**src/rtl/codec_i2c_seq.sv**
```systemverilog
// codec_i2c_seq: I2C master and init-table sequencer for the WM8750 control port.
//
// Each transaction is one 3-byte write: {DEV_ADDR,0}, {reg[6:0],data[8]}, data[7:0].
// start_i walks the external init table (tbl_idx_o / tbl_data_i) from entry 0.
// Between sequences the CPU can issue single writes through req_valid_i/req_ready_o.
//
// Ports:
//   clk_i, rst_ni            clock, asynchronous active-low reset
//   start_i                  pulse: run the init table sequence
//   tbl_idx_o, tbl_data_i    table index out; entry {reg,data} valid 1 cycle later
//   req_valid_i/req_ready_o  CPU single-write handshake, with req_reg_i, req_data_i
//   busy_o, done_o, err_o    status: in progress, end pulse, sticky NACK
//   scl_i, sda_i             pad inputs
//   scl_oe_o, sda_oe_o       open-drain enables (1 pulls the line low)
//
// Build option: define CODEC_I2C_STRETCH_EN to honour slave clock stretching
// (the quarter counter holds while SCL is released but still reads low).
module codec_i2c_seq #(
  parameter int unsigned CLK_FREQ = 32000000,
  parameter int unsigned I2C_FREQ = 100000,
  parameter logic [6:0]  DEV_ADDR = 7'h1A,
  parameter int unsigned TBL_LEN  = 16
) (
  input  logic        clk_i,
  input  logic        rst_ni,
  input  logic        start_i,
  output logic [7:0]  tbl_idx_o,
  input  logic [15:0] tbl_data_i,
  input  logic        req_valid_i,
  output logic        req_ready_o,
  input  logic [6:0]  req_reg_i,
  input  logic [8:0]  req_data_i,
  output logic        busy_o,
  output logic        done_o,
  output logic        err_o,
  input  logic        scl_i,
  input  logic        sda_i,
  output logic        scl_oe_o,
  output logic        sda_oe_o
);

  localparam int unsigned   QDIV  = CLK_FREQ / (4 * I2C_FREQ);
  localparam int unsigned   QW    = (QDIV > 1) ? $clog2(QDIV) : 1;
  localparam logic [QW-1:0] QLAST = QW'(QDIV - 1);

  typedef enum logic [2:0] {
    S_IDLE, S_FETCH, S_START, S_BIT, S_ACK, S_STOP, S_NEXT
  } state_t;

  state_t        state;
  logic [QW-1:0] qcnt;
  logic [1:0]    q;          // quarter within the current START/bit/ACK/STOP slot
  logic [23:0]   shreg;      // frame, MSB out first
  logic [2:0]    bitn;
  logic [1:0]    byten;
  logic          seq;
  logic          abort;
  logic          fetch_wait;
  logic          stretch_hold;
  logic          line_state;
  logic          tick;

`ifdef CODEC_I2C_STRETCH_EN
  // SCL is released exactly when scl_oe_o is low; a low pad means a slave is stretching.
  assign stretch_hold = ~scl_oe_o & ~scl_i;
`else
  logic unused_scl;
  assign unused_scl   = scl_i;
  assign stretch_hold = 1'b0;
`endif

  assign line_state  = state inside {S_START, S_BIT, S_ACK, S_STOP};
  assign tick        = line_state && (qcnt == QLAST) && !stretch_hold;
  assign req_ready_o = (state == S_IDLE) && !start_i;

  always_ff @(posedge clk_i or negedge rst_ni) begin
    if (!rst_ni) begin
      state      <= S_IDLE;
      qcnt       <= '0;
      q          <= '0;
      shreg      <= '0;
      bitn       <= '0;
      byten      <= '0;
      seq        <= 1'b0;
      abort      <= 1'b0;
      fetch_wait <= 1'b0;
      tbl_idx_o  <= '0;
      busy_o     <= 1'b0;
      done_o     <= 1'b0;
      err_o      <= 1'b0;
      scl_oe_o   <= 1'b0;
      sda_oe_o   <= 1'b0;
    end else begin
      done_o <= 1'b0;

      if (!line_state) begin
        qcnt <= '0;
        q    <= '0;
      end else if (!stretch_hold) begin
        qcnt <= tick ? '0 : qcnt + 1'b1;
        if (tick) q <= q + 2'd1;
      end

      // Line outputs are updated on the tick that ends a quarter, i.e. they
      // take the value belonging to the quarter that starts next.
      unique case (state)
        S_IDLE: begin
          if (start_i) begin
            state      <= S_FETCH;
            tbl_idx_o  <= '0;
            err_o      <= 1'b0;
            seq        <= 1'b1;
            busy_o     <= 1'b1;
            fetch_wait <= 1'b1;
          end else if (req_valid_i) begin
            state  <= S_START;
            shreg  <= {DEV_ADDR, 1'b0, req_reg_i, req_data_i};
            err_o  <= 1'b0;
            seq    <= 1'b0;
            busy_o <= 1'b1;
          end
        end
        S_FETCH: begin
          if (fetch_wait) begin
            fetch_wait <= 1'b0;
          end else begin
            shreg <= {DEV_ADDR, 1'b0, tbl_data_i};
            state <= S_START;
          end
        end
        S_START: begin
          if (tick) begin
            unique case (q)
              2'd0: sda_oe_o <= 1'b1;
              2'd1: scl_oe_o <= 1'b1;
              2'd2: ;
              2'd3: begin
                state    <= S_BIT;
                sda_oe_o <= ~shreg[23];
              end
            endcase
          end
        end
        S_BIT: begin
          if (tick) begin
            unique case (q)
              2'd0: scl_oe_o <= 1'b0;
              2'd1: ;
              2'd2: scl_oe_o <= 1'b1;
              2'd3: begin
                shreg <= {shreg[22:0], 1'b0};
                if (bitn == 3'd7) begin
                  bitn     <= '0;
                  state    <= S_ACK;
                  sda_oe_o <= 1'b0;
                end else begin
                  bitn     <= bitn + 3'd1;
                  sda_oe_o <= ~shreg[22];
                end
              end
            endcase
          end
        end
        S_ACK: begin
          if (tick) begin
            unique case (q)
              2'd0: scl_oe_o <= 1'b0;
              2'd1: ;
              2'd2: begin
                scl_oe_o <= 1'b1;
                if (sda_i) begin
                  err_o <= 1'b1;
                  abort <= 1'b1;
                end
              end
              2'd3: begin
                // A NACK still finishes the SCL-low quarter so STOP starts
                // with SCL low and cannot be mistaken for a repeated START.
                if (abort || byten == 2'd2) begin
                  state    <= S_STOP;
                  sda_oe_o <= 1'b1;
                end else begin
                  byten    <= byten + 2'd1;
                  state    <= S_BIT;
                  sda_oe_o <= ~shreg[23];
                end
              end
            endcase
          end
        end
        S_STOP: begin
          if (tick) begin
            unique case (q)
              2'd0: scl_oe_o <= 1'b0;
              2'd1: sda_oe_o <= 1'b0;
              2'd2: ;
              2'd3: state <= S_NEXT;
            endcase
          end
        end
        S_NEXT: begin
          bitn  <= '0;
          byten <= '0;
          abort <= 1'b0;
          if (seq && !abort && (32'(tbl_idx_o) + 32'd1 < TBL_LEN)) begin
            tbl_idx_o  <= tbl_idx_o + 8'd1;
            fetch_wait <= 1'b1;
            state      <= S_FETCH;
          end else begin
            done_o    <= 1'b1;
            busy_o    <= 1'b0;
            tbl_idx_o <= '0;
            state     <= S_IDLE;
          end
        end
        default: state <= S_IDLE;
      endcase
    end
  end

endmodule
```
**config.mk**
```make
export PLATFORM = sky130hd
export DESIGN_NAME = codec_i2c_seq
export DESIGN_NICKNAME = d
export VERILOG_FILES = /design/src/rtl/codec_i2c_seq.sv
export SDC_FILE = /design/constraint.sdc
export NUM_CORES = 1
export LEC_CHECK = 0
export ABC_AREA = 1
export CAP_MARGIN = 20
export CORE_MARGIN = 5
export CORE_UTILIZATION = 48
export CTS_CLUSTER_SIZE = 10
export DETAILED_ROUTE_END_ITERATION = 8
export PLACE_DENSITY = 0.83
export SETUP_SLACK_MARGIN = 0.2
export SYNTH_ARGS = -nofsm -noshare
export SYNTH_HDL_FRONTEND = slang
export SYNTH_SLANG_ARGS = --single-unit
```
**constraint.sdc**
```tcl
create_clock -name clk_i -period 1.6 [get_ports clk_i]
set_input_delay 0.48 -clock clk_i [delete_from_list [all_inputs] [get_ports clk_i]]
set_output_delay 0.48 -clock clk_i [all_outputs]
set_load 0.03 [all_outputs]
```
Yosys cells after proc, flatten, opt, wreduce, memory -nomap -nowiden
Index checks and enable logic that the tools add are counted.
- flip-flop bits (word level): 57
- input port bits: 38
- $add $sub $neg: 6
- reduce and logical (&&, ||, !) cells: 31
- order comparisons: 1
- eq/ne operators: 38
- multiplexer cells: 71
- bitwise operators: 2
- operators with widths (cell ; count):
    $mux 24 ; 5
    $pmux 24 s3 ; 1
    $mux 3 ; 16
    $mux 1 ; 28
    $ne 2x2->1 const B ; 12
    $ne 2x1->1 const B ; 11
    $pmux 3 s7 ; 1
    $mux 8 ; 2
    $pmux 8 s2 ; 1
    $mux 7 ; 2
    $eq 3x3->1 const B ; 4
    $reduce_and 11->1 ; 1
    $mux 2 ; 5
    $pmux 1 s2 ; 5
    $reduce_bool 2->1 ; 5
    $add 8x1->9 const B ; 1
    $lt 9x5->1 const B ; 1
    $reduce_and 3->1 ; 3
    $reduce_and 9->1 ; 1
    $reduce_bool 3->1 ; 3
    $add 8x1->8 const B ; 1
    $reduce_and 4->1 ; 2
    $add 7x1->7 const B ; 1
    $eq 7x7->1 const B ; 1
    24 further kinds ; 36

Longest topological paths before layout
Gate-level depths: netlist of run 1.
- depth after elaboration: 6
- mapped depth: 11
- depth with buffers taken out: 11

Worst setup path after synthesis of run 1
OpenSTA, ideal clock, no wires.
- path type: reg-to-output
- from: reg state[0]
- to: out req_ready_o
- arrival time: 1.181 ns
- setup slack: -0.061 ns
- path buffers: 0
- cell stages (with the launch flop): 4
- cells stage by stage: dfrtp_1 -> nor2_1 -> nand2_2 -> nor2_1
- cells in the longest elaborated chain, start to end: 2
- RTL lines (item ; RTL line ; text):
    start: declaration ; 50 ; state_t state;
    start signal: assignment ; 78 ; state <= S_IDLE;
    start signal: assignment ; 109 ; state <= S_FETCH;
    start signal: assignment ; 116 ; state <= S_START;
    $logic_not 3->1 ; 74 ; assign req_ready_o = (state == S_IDLE) && !start_i;
    $logic_and 1x1->1 ; 74 ;
    end: declaration ; 30 ; output logic req_ready_o,
Every way passes these cells.

Final worst setup path of run 1
- from: reg state[2]
- to: reg shreg[20]
- cells in the longest elaborated chain, start to end: 5
- elaborated cells on any way between the ends: 16
- RTL lines (item ; RTL line ; text):
    $eq 3x2->1, or another cell as far along ; 72 ; assign line_state = state inside {S_START, S_BIT, S_ACK, S_STOP};
    $reduce_bool 4->1 (no source line) ; -- ;
    $logic_and 1x1->1 ; 73 ; assign tick = line_state && (qcnt == QLAST) && !stretch_hold;
    $ne 2x2->1 (no source line) ; -- ;
    $reduce_and 6->1 (no source line) ; -- ;
    end signal: assignment ; 117 ; shreg <= {DEV_ADDR, 1'b0, req_reg_i, req_data_i};
    end signal: assignment ; 127 ; shreg <= {DEV_ADDR, 1'b0, tbl_data_i};
    end signal: assignment ; 151 ; shreg <= {shreg[22:0], 1'b0};
    end: declaration ; 53 ; logic [23:0] shreg;
Several ways; a longest one is shown, not always the timed one.
A chain may end at the register's enable or synchronous reset.

==> results of run 1 <==
## what timing repair did
action                                 CTS  global route
buffers inserted                        22            13
endpoints found under the hold margin    0             0
resized for setup                      118           123
setup endpoints to repair               68            68
gates cloned                             3             2
pin swaps                               10            21
## state kept, by name (all words and copies together) (netlist names), 2 cells and up
register and count:
bitn 3, state 3, byten 2, q 2
qcnt 7, tbl_idx_o 8, shreg 24
## kinds of logic after synthesis
kind of cell	Yosys count	synth area share
flip-flops	57	0.4629
AND/OR/NAND/NOR	211	0.2948
XOR/XNOR	7	0.01989
buffers and inverters	50	0.06618
AO/OA/AOI/OAI	65	0.1198
adder cells (fa/ha/maj)	9	0.03654
## area by class of cell
cell class                 instances  share of cell area
clock buffer                      10             0.02620
timing repair buffer             130              0.2525
clock inverter                     6             0.02001
tap                               77             0.01834
multi-input combinational        292              0.3776
inverter                          40             0.03192
sequential                        57              0.2735
## worst max-delay path, cell delays in order (launching register included)
cell,delay [ps]
dfrtp_2,450
inv_2,120
buf_6,130
nand2_8,80
nor2_4,120
nand2_2,100
o211ai_4,120
nor2_4,70
buf_12,140
buf_6,130
clkbuf_16,150
a21oi_1,150
## cell usage after synthesis (3+ instances only)
cell        n  area [sq um]
xnor2_1     3         26.28
buf_2       4         20.02
clkbuf_1    3         11.26
inv_2       5         18.77
a21oi_1    25         125.1
o21ai_1     7         35.03
nand2_2     4         25.02
a221oi_1    4         35.03
ha_1        9         112.6
buf_4       3         22.52
nor2_2      3         18.77
dfrtp_1    57          1426
nand4_1     5         31.28
nand2_1   108         405.4
o21ai_0    22         110.1
nor2_1     57         214.0
nand3_1    22         110.1
inv_1      35         131.4
xor2_1      4         35.03
## worst paths after layout
kind	to	slack, ps	cells after the start
max in group asynchronous	state[2]	1200	2
max	shreg[20]	-250	11
max reg2reg	shreg[20]	-250	11
min in group clk_i	scl_oe_o	500	2
min	tbl_idx_o[7]	130	2
min reg2reg	scl_oe_o	500	2
## routing by layer
metal	wire, um	vias up	track usage
li1	-	1555	-
met1	4200	1683	0.2701
met2	6058	176	0.4061
met3	645	55	0.04341
met4	545	0	0.1092
met5	0	-	0
## stage by stage
stage | hold slack, ps | util | setup TNS, ps
global route | 146.8 | 0.8319 | -8268
floorplan | 184.4 | - | 0
CTS | 141.7 | 0.7388 | -2239
global placement | 460.5 | 0.6427 | -5737
finish | 126.3 | 0.8319 | -6117
detailed placement | 476.0 | 0.6427 | -6419
## report_power, final
group | switching, mW | total, mW | internal [mW]
clock | 0.632 | 1.70 | 1.07
combinational | 3.46 | 6.51 | 3.05
sequential | 0.361 | 2.27 | 1.91
total | 4.45 | 10.5 | 6.03
==> reports/metrics.csv, run 1 <==
stage,metric,value,unit
global_route,grtUsageTotal,0.2312,
final_layout,layout_common_cells,"nand2_1 (88), buf_4 (56), dfrtp_1 (49)",
final_layout,multiInputGateArea,1983,sq um
yosys,synth-seq-cells,57,
route,drtPass1Iterations,6,
placed_design,port_buffers,50,
final_layout,antenna-diode-count,0,
global_route,grt_max_degree,58,
final_layout,seq_area,1436,sq um
floorplanning,die_w,90.13,um
yosys,synth_edf_count,0,
floorplanning,rows,29,
route,drc,0,
yosys,syn_area,3082,sq um
timing,max_freq,540.8,MHz
pwr,p_leak,2.365,nW
status,status,"finished, violations left",
setup_path,r2r-start,state[2],
clock_network,cts_hold_buf,0,
pwr,powerDensity,1996,nW/um^2
final_layout,nNetsFinal,577,
setup_path,cp-startpoint,state[2],
setup_path,critPathLaunchType,flop,
final_layout,layout_commonest_cell,nand2_1,
setup_path,end_kind,flop,
timing,timing.final.hold_violations,0,
timing,drv_slew,0,
placed_design,pre_cts_ws,-224.5,ps
placed_design,placed_area,4058,sq um
yosys,avgSynthCellArea,7.724,sq um
yosys,synth-seq-area-share,0.4629,
timing,max_slew_margin,0.7744,
setup_path,cp.arrival,2110,ps
clock_network,cts_made_buffers,9,
clock_network,clock-root-buffer,clkbuf_8,
setup_path,cp_max_fo,6,
floorplanning,core,6314,sq um
route,detail_route.wl_per_cell,18.71,um
final_layout,fill_cells,341,
flow_run,max_cap_violations,0,
timing,fin_crit,1849,ps
final_layout,area_delta_synth_final,70.44,%
floorplanning,die_area,8123,sq um
timing,setup_viol_count_final,43,
clock_network,cts.sinks,57,
timing,setup_slack,-249.1,ps
global_route,grt_pass1_vias,3368,
yosys,async_reset_ff_frac,1.000,
pwr,power.total,10.48,mW
yosys,syn-num-nets,446,
global_route,antenna_found_initial,0,
global_route,overflow,0,
route,vias,3469,
timing,rsz0062_at_grt,yes,
floorplanning,start_util,0.4881,
timing,timing.final.crit_share,1.156,
pwr,vdd_drop_max,1.185,mV
global_route,grt_pass1_wl,15430,um
floorplanning,die_y,90.13,um
timing,worst_pin_slew,335.4,ps
yosys,synth_ff_type,dfrtp_1,
clock_network,clk_latency,350,ps
route,vias_per_cell,5.668,
clock_network,clkTransAtPathRegs,70,ps
placed_design,dp.cells,556,
route,final_antenna_net_count,0,
clock_network,cts_buffer_depth,2,
placed_design,place_congestion,0.9050,
floorplanning,ios,52,
yosys,ys_types,34,
yosys,yosys_warnings,0,
route,dr.first_iter.drc_count,207,
clock_network,cts_tree,done,
final_layout,layout-drive-gt1-share,0.4262,
status,violations,negative setup slack,
setup_path,critPathKind,reg -> reg,
yosys,netlist_instances,399,
final_layout,finalNonFillerCells,612,
setup_path,required,1860,ps
clock_network,htreeDepth,3,
final_layout,final_cell_area,5253,sq um
timing,fin_skew,8.387,ps
min_path,min_path_type,in -> async,
placed_design,place_hpwl,5460,um
route,finalWirelength,11450,um
Note: power is estimated with default switching activity, not from simulation.
==> run 2, diff against run 1 <==
--- a/config.mk
+++ b/config.mk
@@ -7,7 +7,7 @@
 export LEC_CHECK = 0
 export ABC_AREA = 1
 export CAP_MARGIN = 20
-export CORE_MARGIN = 5
+export CORE_MARGIN = 2
 export CORE_UTILIZATION = 48
 export CTS_CLUSTER_SIZE = 10
 export DETAILED_ROUTE_END_ITERATION = 8
==> reports/metrics.csv, run 2 (synthesized netlist as in run 1, its figures left out) <==
stage,metric,value,unit,change
placed_design,port_buffers,50,,unchanged
setup_path,ff2ff_path_depth,12,,+1
final_layout,final_cell_area,4918,sq um,-6.4%
route,final_antenna_net_count,0,,unchanged
setup_path,r2r-start,state[1],,
clock_network,htreeDepth,3,,unchanged
timing,setup_viol_count_final,38,,-12%
setup_path,critPathLaunchType,flop,,
pwr,powerDensity,1857,nW/um^2,-7.0%
route,drc,0,,unchanged
timing,tns,-3578,ps,+2539 ps
setup_path,required,1870,ps,about the same
min_path,min_path_type,in -> async,,
final_layout,layout-drive-gt1-share,0.3944,,-0.03178
timing,timing.final.hold_violations,0,,unchanged
timing,rsz0062_at_grt,yes,,
pwr,vdd_drop_max,1.197,mV,+1.0%
route,finalWirelength,10600,um,-7.4%
placed_design,place_congestion,0.9159,,+1.2%
timing,fin_skew,9.274,ps,+0.8877 ps
route,drtPass1Iterations,5,,-1
timing,drv_slew,0,,unchanged
final_layout,layout_common_cells,"nand2_1 (92), buf_4 (66), dfrtp_1 (49)",,
clock_network,cts.sinks,57,,unchanged
setup_path,cp.arrival,2060,ps,-50 ps
placed_design,place_hpwl,5357,um,-1.9%
clock_network,cts_tree,done,,
final_layout,top_register,shreg,,
final_layout,layout_commonest_cell,nand2_1,,
clock_network,cts_made_buffers,9,,unchanged
timing,fin_crit,1785,ps,-64.55 ps
route,detail_route.wl_per_cell,17.32,um,-7.4%
global_route,grtUsageTotal,0.2646,,+0.03342
floorplanning,die_w,84.13,um,-6.7%
timing,worst_pin_slew,363.6,ps,+28.28 ps
timing,max_slew_margin,0.7576,,-0.01679
flow_run,max_cap_violations,0,,unchanged
final_layout,antenna-diode-count,0,,unchanged
floorplanning,die_area,7077,sq um,-13%
setup_path,cp-startpoint,state[1],,
global_route,grt_pass1_vias,3386,,+0.53%
global_route,grt_pass1_wl,14980,um,-2.9%
setup_path,timing.rr.end,state[0],,
final_layout,fill_cells,407,,+19%
status,violations,negative setup slack,,
clock_network,clk_latency,350,ps,about the same
global_route,antenna_found_initial,0,,unchanged
route,vias,3511,,+1.2%
floorplanning,ios,52,,unchanged
timing,max_freq,560.4,MHz,+3.6%
route,vias_per_cell,5.737,,+1.2%
route,dr.first_iter.drc_count,331,,+60%
global_route,grt_max_degree,58,,unchanged
floorplanning,core,6277,sq um,-0.57%
floorplanning,die_y,84.13,um,-6.7%
clock_network,cts_hold_buf,0,,unchanged
placed_design,pre_cts_ws,-226.5,ps,-1.967 ps
setup_path,reg2reg_slack,-180,ps,+60 ps
global_route,overflow,0,,unchanged
clock_network,clkTransAtPathRegs,60,ps,about the same
pwr,p_leak,2.289,nW,-3.2%
clock_network,cts_buffer_depth,2,,unchanged
floorplanning,rows,29,,unchanged
setup_path,critPathCapture,state[0],,
final_layout,top_regs,"shreg (24), tbl_idx_o (8), qcnt (7)",,
floorplanning,start_util,0.4909,,+0.002821
setup_path,end_kind,flop,,
status,status,"finished, violations left",,
placed_design,placed_area,4053,sq um,-0.12%
final_layout,largest_register_ffs,24,,unchanged
timing,timing.final.crit_share,1.115,,-0.04034
timing,setup_slack,-184.5,ps,+64.55 ps
setup_path,critPathKind,reg -> reg,,
final_layout,nNetsFinal,577,,unchanged
final_layout,area_delta_synth_final,59.60,%,
clock_network,clock-root-buffer,clkbuf_8,,
setup_path,cp_max_fo,6,,unchanged
## run 2: cell count changes in the layout (fill, tap and decap cells not counted), sizes merged
cell,delta
bufinv,-3
clkbuf,+2
clkinv,+1
## run 2: how the worst min path moves through the flow
stage / startpoint / end / slack, ps
after global placement: busy_o / busy_o / 460
after floorplan: rst_ni / abort / 180
after global routing: rst_ni / tbl_idx_o[5] / 160
after detailed placement: busy_o / busy_o / 470
after CTS: rst_ni / tbl_idx_o[6] / 150
final: rst_ni / tbl_idx_o[5] / 130
## run 2: final cells by class
type,count,area (sq um),area share
clock inverter,4,20.02,0.004070
tap,77,96.34,0.01959
timing repair buffer,130,1239,0.2518
sequential,57,1436,0.2920
multi-input combinational,292,1837,0.3734
clock buffer,12,135.1,0.02747
inverter,40,155.1,0.03154
## run 2: repair_timing
item                                    4_1_cts  5_1_grt
pin swaps                                    10       13
gates resized for setup                     122       76
setup buffers                                22       12
endpoints found under the setup margin       68       68
cloned                                        3        2
## run 2: critical path: stages (launching register included)
cell and delay, ps:
dfrtp_2 440, buf_4 180, inv_4 90, nor2_4 50, nand2_2 90, nand2_2 90
nor2_4 180, inv_2 80, nand2_4 90, nand3_4 110, inv_2 90, nand2_1 110
nand2_1 100
## run 2: through the flow
step / power, mW / hold slack (ps) / std cells / util
6_report: 9.133 / 126.1 / 612 / 0.7835
2_1_floorplan: 4.661 / 184.4 / 399 / -
3_3_place_gp: 5.650 / 462.5 / 557 / 0.6456
4_1_cts: 7.902 / 152.8 / 598 / 0.7259
3_5_place_dp: 5.788 / 469.8 / 557 / 0.6456
5_1_grt: 9.584 / 162.4 / 612 / 0.7835
## run 2: layer usage
metal | global-route usage | vias up | part of all wire
met1 | 0.2937 | 1672 | 0.37
met2 | 0.4683 | 216 | 0.51
met4 | 0.1349 | 0 | 0.056
met3 | 0.06528 | 65 | 0.068
met5 | 0 | - | 0
li1 | - | 1558 | -
## run 2: report_power, final
group / switching, mW / internal (mW)
combinational: 3.15 / 2.62
sequential: 0.331 / 1.91
clock: 0.573 / 0.552
